File: config.mk
export PLATFORM = sky130hd
export DESIGN_NAME = serial_adder
export DESIGN_NICKNAME = d
export VERILOG_FILES = /design/src/rtl/serial_adder_pkg.sv /design/src/rtl/serial_adder_fa_cell.sv /design/src/rtl/serial_adder.sv
export SDC_FILE = /design/constraint.sdc
export NUM_CORES = 1
export LEC_CHECK = 0
export CAP_MARGIN = 20
export CORE_ASPECT_RATIO = 0.6
export CORE_MARGIN = 5
export CORE_UTILIZATION = 32
export DETAILED_ROUTE_END_ITERATION = 12
export GPL_ROUTABILITY_DRIVEN = 0
export PLACE_DENSITY = 0.55
export REMOVE_ABC_BUFFERS = 1
export SYNTH_ARGS = -nofsm -noshare
export SYNTH_HDL_FRONTEND = slang
export SYNTH_SLANG_ARGS = --single-unit
File: constraint.sdc
create_clock -name clk -period 3.6 [get_ports clk]
set_clock_uncertainty 0.15 [all_clocks]
set_input_delay 0.36 -clock clk [delete_from_list [all_inputs] [get_ports clk]]
set_output_delay 0.36 -clock clk [all_outputs]
set_load 0.01 [all_outputs]
File: src/rtl/serial_adder_pkg.sv
// Shared types and constants for the bit-serial adder.
//   state_t       : FSM state encoding (IDLE, SHIFT, DONE)
//   WIDTH_DEFAULT : default operand/sum width
package serial_adder_pkg;

    localparam int unsigned WIDTH_DEFAULT = 8;

    typedef enum logic [1:0] {
        IDLE  = 2'd0,
        SHIFT = 2'd1,
        DONE  = 2'd2
    } state_t;

endpackage

File: src/rtl/serial_adder_fa_cell.sv
// One-bit full adder built from two half adders and an OR.
//   x, y : operand bits
//   ci   : carry in
//   s    : sum bit
//   co   : carry out
module fa_cell
    import serial_adder_pkg::*;
(
    input  logic x,
    input  logic y,
    input  logic ci,
    output logic s,
    output logic co
);

    logic p;
    logic g0;
    logic g1;

    // First half adder on the operands, second folds in the carry.
    assign p  = x ^ y;
    assign g0 = x & y;
    assign s  = p ^ ci;
    assign g1 = p & ci;
    assign co = g0 | g1;

endmodule

File: src/rtl/serial_adder.sv
// Bit-serial adder: computes a + b + cin one bit per clock, LSB first.
// Optional signed-overflow output is enabled by defining SERIAL_ADDER_OVF_EN.
//   clk   : clock, rising edge
//   rst   : synchronous active-high reset
//   start : request, sampled only while idle
//   a, b  : operands, captured when start is accepted
//   cin   : carry in, captured when start is accepted
//   busy  : high while bits are being shifted
//   done  : one-cycle pulse when sum/cout are final
//   sum   : result, held until the next accepted start
//   cout  : carry out of the MSB
//   ovf   : two's-complement overflow (SERIAL_ADDER_OVF_EN only)
module serial_adder
    import serial_adder_pkg::*;
#(
    parameter int unsigned WIDTH = WIDTH_DEFAULT
) (
    input  logic             clk,
    input  logic             rst,
    input  logic             start,
    input  logic [WIDTH-1:0] a,
    input  logic [WIDTH-1:0] b,
    input  logic             cin,
    output logic             busy,
    output logic             done,
    output logic [WIDTH-1:0] sum,
    output logic             cout
`ifdef SERIAL_ADDER_OVF_EN
   ,output logic             ovf
`endif
);

    localparam int unsigned CNT_W = $clog2(WIDTH) + 1;

    state_t             state;
    state_t             state_d;
    logic [CNT_W-1:0]   cnt;
    logic [WIDTH-1:0]   a_sh;
    logic [WIDTH-1:0]   b_sh;
    logic               carry;
    logic               fa_s;
    logic               fa_co;
    logic               last_bit;
    logic               load;
    logic               step;
    logic               busy_d;
    logic               done_d;

    assign last_bit = (cnt == CNT_W'(WIDTH - 1));

    fa_cell u_fa (
        .x  (a_sh[0]),
        .y  (b_sh[0]),
        .ci (carry),
        .s  (fa_s),
        .co (fa_co)
    );

    // State register.
    always_ff @(posedge clk) begin
        if (rst) begin
            state <= IDLE;
        end else begin
            state <= state_d;
        end
    end

    // Next-state logic; start is only looked at in IDLE.
    always_comb begin
        state_d = state;
        case (state)
            IDLE:    if (start) state_d = SHIFT;
            SHIFT:   if (last_bit) state_d = DONE;
            DONE:    state_d = IDLE;
            default: state_d = IDLE;
        endcase
    end

    // Output/control decode; busy and done are registered from the next state.
    always_comb begin
        load   = 1'b0;
        step   = 1'b0;
        busy_d = 1'b0;
        done_d = 1'b0;
        case (state)
            IDLE:    load = start;
            SHIFT:   step = 1'b1;
            default: ;
        endcase
        busy_d = (state_d == SHIFT);
        done_d = (state_d == DONE);
    end

    // Datapath: operand shifters, carry, counter and result registers.
    // sum/cout/ovf are only written while shifting so they hold through DONE/IDLE.
    always_ff @(posedge clk) begin
        if (rst) begin
            a_sh  <= '0;
            b_sh  <= '0;
            carry <= 1'b0;
            cnt   <= '0;
            sum   <= '0;
            cout  <= 1'b0;
            busy  <= 1'b0;
            done  <= 1'b0;
`ifdef SERIAL_ADDER_OVF_EN
            ovf   <= 1'b0;
`endif
        end else begin
            busy <= busy_d;
            done <= done_d;
            if (load) begin
                a_sh  <= a;
                b_sh  <= b;
                carry <= cin;
                cnt   <= '0;
            end else if (step) begin
                a_sh  <= {1'b0, a_sh[WIDTH-1:1]};
                b_sh  <= {1'b0, b_sh[WIDTH-1:1]};
                carry <= fa_co;
                sum   <= {fa_s, sum[WIDTH-1:1]};
                cout  <= fa_co;
                cnt   <= cnt + CNT_W'(1);
`ifdef SERIAL_ADDER_OVF_EN
                // On the final step carry holds the carry into the MSB.
                ovf   <= carry ^ fa_co;
`endif
            end
        end
    end

endmodule

==> results of run 1 <==
==> area by class of cell <==
| cell class | count | area [µm²] |
|---|---|---|
| Tap cell | 63 | 78.8 |
| Fill cell | 460 | 2630 |
| Timing Repair Buffer | 31 | 308 |
| Sequential cell | 34 | 681 |
| Inverter | 2 | 7.51 |
| Clock inverter | 2 | 12.5 |
| Multi-Input combinational cell | 114 | 713 |
| Clock buffer | 6 | 82.6 |
==> cell usage after synthesis, types with 2 or more instances <==
cell,instances,share of area [%]
o22ai_1,4,1.7
a211oi_1,6,3.0
buf_2,2,0.68
dfxtp_1,34,46
clkbuf_1,5,1.3
nor2_1,32,8.1
nand3_1,2,0.68
a22oi_1,3,1.5
nor3_1,2,0.68
nor2b_1,2,0.84
o21a_1,2,1.0
a21oi_1,9,3.0
nand2_1,19,4.8
buf_6,2,1.5
o2bb2ai_1,11,6.5
a211oi_2,10,8.4
buf_4,4,2.0
==> report_power, final <==
part	leakage [nW]	internal, mW	switching, mW
Combinational	0.325	0.0541	0.0536
Clock	0.0472	0.154	0.137
Sequential	0.279	0.398	0.0173
==> cell usage in the layout, fill, tap and decap left out, drive strengths merged, types with 2 or more instances in the layout <==
master	netlist	routed
o21a	2	2
clkbuf	5	6
inv	2	2
o22ai	4	4
nand2b	2	2
a22oi	3	3
nand2	19	19
nor2b	2	2
o2bb2ai	11	11
a211oi	16	16
dfxtp	34	34
nor3	2	2
a21oi	9	9
clkdlybuf4s50	0	30
nor2	32	32
nand3	2	2
==> routing by layer <==
metal | wire length (µm) | GRT usage, %
met5 | 0 | 0
met4 | 53 | 4.15
met3 | 190 | 4.35
met2 | 1460 | 17.7
met1 | 1780 | 16.6
==> registers in the layout, summed over array words and instances, names as in the netlist <==
register  flops
a_sh          8
b_sh          8
busy          1
carry         1
cnt           4
cout          1
done          1
state         2
sum           8
==> through the flow <==
| stage | cells | area (µm²) | hold slack, ps | util (%) |
|---|---|---|---|---|
| floorplan | 150 | 1400 | 275 | - |
| global placement | 244 | 1790 | 295 | 39.6 |
| detailed placement | 244 | 1790 | 303 | 39.6 |
| CTS | 252 | 1880 | 312 | 41.7 |
| global route | 252 | 1880 | 339 | 41.7 |
| finish | 252 | 1880 | 307 | 41.7 |
==> worst paths after layout <==
check                           slack (ps)              endpoint           startpoint  cells after the start
worst min register to register         310   sum[0]$_SDFFE_PP0P_  sum[0]$_SDFFE_PP0P_                      2
worst max-delay path                  1560  b_sh[6]$_SDFFE_PP0P_                start                      4
worst max register to register        1580  b_sh[6]$_SDFFE_PP0P_  state[0]$_SDFF_PP0_                      3
worst min-delay path                   310   sum[0]$_SDFFE_PP0P_  sum[0]$_SDFFE_PP0P_                      2
==> cell families (layout without fill, tap and decap cells) <==
family,count (synthesis),in the layout,synth area share [%]
buf+inv,15,41,5.99
fa+ha+maj,2,2,2.19
compound gates,49,49,27.5
simple gates,63,63,18.4
flops,34,34,45.9
==> worst max-delay path: cells and delay by family <==
kind | cells | cell delay (ps)
AOI/OAI and AO/OA | 2 | 810
buffers and inverters | 1 | 790
and+or+nand+nor | 1 | 130
==> summary.md, run 1 <==
The flow ran to the end, and the final reports show no timing, DRC or antenna violations. The area growth from synthesis to layout is 27.0%. The sum of routed wire length over all layers was 3.48 mm; the area of the die was 0.00614 mm². The number of setup buffers added after CTS is 0.

The clock root buffer is clkbuf_8. After synthesis, the share of flip-flops with an asynchronous set or reset is 0%. Row generation in the floorplan step produced 19 rows. After clock tree synthesis, the clock-pin slew on the worst setup and hold paths is 70 ps. Number of synthesized flops with an enable pin: 0.

Setup violations remaining at the end of the flow were counted as 0. The tools report the number of remaining DRC errors as 0. For the max-cap violation count, the log shows 0. The worst path uses 56.8% of the clock period. Dividing the detail-routed wire length by the instance count gives 13.8 µm.

Detailed placement finished with a half-perimeter wire length of 2.40 mm. The via count normalized by instance count was 4.94. The worst-path cell with the longest stage delay was clkdlybuf4s50_1. For this block, the via count after detailed routing is 1,244. The signal on the critical path passes through clkdlybuf4s50_1 -> o21ba_1 -> nor2_1 -> a211oi_2. The vertical die dimension was 62.7 µm. The worst setup path is of the in -> reg kind. The run gives 210 as the final net count.

The post-route netlist has 11.1% of its cells at a drive strength greater than 1. Number of antenna violations at the first check in global routing: 0. The logs give 32 for the starting DRC count in detailed routing and 1560 ps for the final worst slack.

The number of slew-limit violations in the final report came out at 0. The reported leakage power was 0.651 nW. TritonCTS built the clock tree. For the worst setup path, the data required time is 3650 ps. The worst setup path is launched from an input pin. The biggest fanout along the worst timing path is 16, and the number of buffers inserted during clock tree synthesis is 5.

For the worst-skew pair, the clock arrives at the later sink with an insertion delay of 280 ps. In this run, post-CTS repair resized a total of 0 instances. Counting I/O delays and the setup requirement, the final critical path takes 2040 ps. During placement, the flow inserted port buffers numbering 30. The most instantiated flip-flop cell in the synthesis netlist was dfxtp_1. At the pin with the least slew margin, the transition time is 749 ps. For the endpoint arrival time on the critical path, the log shows 2090 ps. The pre-antenna-repair detailed-routing pass consisted of 4 iterations. The logs give 2 for the H-tree level count and 1,233 for the via count of the first global-routing pass. The path class of the tightest hold or removal check is reg -> reg.

For this run the aggregate overflow at the end of global routing stands at 0. For this design the ratio of total power to cell area is 432 mW/mm². After floorplanning, the core was sized to cover 0.00452 mm².

The initial core utilization came out at 32.8%. The total negative setup slack was 0 ps. The tools report the critical path endpoint category as a register.

The top-level I/O count is 31, and the synthesized netlist cell count is 163. The pin count of the biggest net entering global routing was 34. The die is 97.9 µm wide.

The total power after layout was 0.813 mW; the overall fraction of global-route tracks in use was 12.2%. Yosys printed 0 warnings. The largest single stage delay on the critical path is 790 ps. The peak clock frequency supported by timing is 489 MHz, and the mean instance size in the synthesized netlist is 9.10 µm². The maximum count of clock buffers along a single path came out at 2.

CTS saw 34 sinks. Synthesis instantiated 31 different standard cells from the library. The logs give 50.0% for the headroom to the max-slew limit and 0 for the number of endpoints with negative hold slack in the final report.

The flip-flop and latch count after synthesis works out to 34. The setup slack after placement was 1240 ps; the antenna diode count was 0. After clock tree synthesis, the flow added hold-fix buffers numbering 0.

The detail route stage leaves a number of antenna-violating nets equal to 0. The sequential fraction of the synthesis area came out at 45.9%. Setup repair after global routing left no endpoint under its margin. The first global-routing pass estimated 6.05 mm of wire. After synthesis the cells add up to 0.00148 mm². The worst-case IR drop observed on VDD is 0.205 mV.
Note: power is estimated with default switching activity, not from simulation.
==> inputs of run 2 (changes only) <==
clock period = 1.95 ns   (was 3.6 ns; I/O delays follow)
==> summary.md, run 2 (same netlist as run 1, synthesis figures left out) <==
The H-tree level count was 2 (unchanged). The tools report the filler cell count in the final layout as 451 (-2.0%). The tools report the worst reg-to-reg setup slack as 240 ps (-1340 ps). Number of antenna violations at the first check in global routing: 0 (unchanged). Traced cell by cell, the critical path runs through buf_4 -> nand2b_4 -> or3_1 -> a31oi_1. The logs give 0 (unchanged) for the max-cap violation count and 19 (unchanged) for the placement row count.

For the number of buffers added for setup after CTS, the log shows 0 (unchanged). The worst-path cell with the longest stage delay was dfxtp_1. The top-level I/O count came out at 31 (unchanged). The reported leakage power came out at 0.690 nW (+5.9%). The number of stages on the worst hold path was 2 (unchanged).

By startpoint and endpoint, the worst setup path is classified as reg -> reg. The number of slew-limit violations in the final report is 0 (unchanged), and the via count of the first global-routing pass is 1,248 (+1.2%). The category of cells accounting for the largest share of critical-path delay is flip-flops. Largest vdd supply drop: 0.411 mV (+100%). The number of optimization iterations in the first detailed-route pass was 5 (+1). The path with the worst hold slack has its endpoint at sum[0]$_SDFFE_PP0P_. The headroom to the max-slew limit came out at 56.9% (+6.9 points). The number of buffers inserted for hold repair after clock tree synthesis is 0 (unchanged). The largest registers in the layout are a_sh x8, b_sh x8, sum x8.

For the later-pin clock latency in the skew report, the log shows 280 ps (about the same). The vertical die dimension came out at 62.7 µm (unchanged). The sink count of the clock tree came out at 34 (unchanged).

The worst setup path is launched from a register. For this run, the top clock speed supported by timing is 583 MHz. The count of buffers inserted at the top-level ports is 30 (unchanged). TritonCTS built the clock tree. The combined buffer and inverter count along the critical path was 1 (unchanged). The via count normalized by instance count is 4.82 (-2.4%), and the per-cell routed wire length is 13.9 µm (+0.85%). For the total global routing overflow, the log shows 0 (unchanged).

The power density relative to cell area was 784 mW/mm² (+81%); the standard cell core area was 0.00452 mm² (unchanged). For the number of cells upsized or downsized after cts, the log shows 0 (unchanged). The sum of routed wire length over all layers was 3.62 mm (+4.1%); the remaining antenna violation count was 0 (unchanged). The run gives 32.8% (unchanged) as the initial core utilization.

The overall fraction of global-route tracks in use was 12.3% (+0.17 points); the starting DRC count in detailed routing was 52 (+63%). The final setup violation count was 0 (unchanged); the biggest fanout along the worst timing path was 14 (-2). The endpoint identified for the worst register-to-register timing path is cnt[3]$_SDFFE_PP0N_. In this run the critical register-to-register path is launched from state[0]$_SDFF_PP0_. The number of endpoints with negative hold slack in the final report is 0 (unchanged), and the area added between synthesis and finish is 31.1%. Total number of vias: 1,253 (+0.72%). The tools report the detailed placement HPWL as 2.62 mm (+9.0%). The pin count of the biggest net entering global routing came out at 23 (-32%). Leaving out fill and tap cells, the most frequent cells in the layout are dfxtp_1, nor2_1, clkdlybuf4s50_1, nand2_1, o2bb2ai_1. Antenna diode count: 0 (unchanged). Depth of the most critical reg-to-reg path: 4 (+1).

In this run the most critical hold path is launched from sum[0]$_SDFFE_PP0P_. The number of buffers inserted during clock tree synthesis came out at 5 (unchanged). Setup repair after global routing left no endpoint under its margin. The die width was 97.9 µm (unchanged). The run gives 218 (+3.8%) as the final net count. The root buffer cell chosen for the clock tree is clkbuf_8.

For the maximum count of clock buffers along a single path, the log shows 2 (unchanged). The worst setup path startpoint was state[0]$_SDFF_PP0_. The final period demand of the worst path was 1710 ps.

The final cycle utilization of the critical path is 87.9%, and the utilization after layout is 43.0% (+1.3 points). Total negative setup slack: 0 ps (unchanged). The tools report the critical path endpoint category as a register.

The clock input transition at the sequential cells of the worst setup and hold paths is 70 ps (about the same), and the delay of the slowest critical-path stage is 660 ps (-130 ps). The wire length of the first global-routing pass was 6.09 mm (+0.68%). The flow ran to the end, and the final reports show no timing, DRC or antenna violations.

The critical path data required time was 1990 ps (-1660 ps); the slew of the pin with the lowest slew margin was 646 ps (-103 ps). The tools report the endpoint arrival time on the critical path as 1760 ps (-330 ps). Share of cells above drive strength 1: 14.7% (+3.6 points). Leading cell type in the layout, fill and taps excluded: dfxtp_1. The run gives 0.00614 mm² (unchanged) as the area of the die.

The path class of the tightest hold or removal check is reg -> reg. The run gives 0 (unchanged) as the number of remaining DRC errors.
## run 2: cell types whose count changed in the layout (fill, tap and decap cells not counted), sizes merged
| cell | change |
|---|---|
| buf | +8 |
## run 2: report_power, final
group          total [mW]  switching (mW)  internal [mW]  leakage (nW)
Combinational       0.217           0.105          0.112         0.363
Clock               0.542           0.258          0.284        0.0472
Sequential          0.763          0.0293          0.734         0.279
Total                1.52           0.393           1.13         0.690
## run 2: stage by stage
step	cell area, µm²	instances	setup WS (ps)	power, mW	hold slack [ps]
after floorplan	1400	150	343	0.884	110
after global placement	1850	252	252	0.991	298
after detailed placement	1850	252	221	0.997	305
after CTS	1940	260	259	1.54	315
after global routing	1940	260	157	1.59	350
final	1940	260	235	1.52	311
## run 2: worst min-delay path: cells and delay by family (launching register included)
| kind | cells | cell delay [ps] |
|---|---|---|
| AOI/OAI and AO/OA | 1 | 60 |
| DFF | 1 | 310 |
| and+or+nand+nor | 1 | 50 |
## run 2: final cells by class
class / count / area, µm² / share of cell area (%)
Timing Repair Buffer: 39 / 368 / 18.9
Sequential cell: 34 / 681 / 35.0
Inverter: 2 / 7.51 / 0.386
Tap cell: 63 / 78.8 / 4.06
Clock buffer: 6 / 82.6 / 4.25
Multi-Input combinational cell: 114 / 713 / 36.7
Clock inverter: 2 / 12.5 / 0.644
## run 2: per-layer routing
metal  vias up  wire (µm)  track usage [%]
met5         -          0                0
li1        636          -                -
met3         4        137             3.90
met4         0         53             4.66
met1       591       1850             16.9
met2        22       1580             18.1
## run 2: worst max-delay path by stage
stage,endpoint,cells past startpoint,slack [ps]
after global placement,b_sh[1]$_SDFFE_PP0P_,5,250
after floorplan,a_sh[0]$_SDFFE_PP0P_,3,340
final,cnt[3]$_SDFFE_PP0N_,4,240
after global routing,cnt[3]$_SDFFE_PP0N_,4,160
after CTS,cnt[3]$_SDFFE_PP0N_,4,260
after detailed placement,b_sh[5]$_SDFFE_PP0P_,5,220
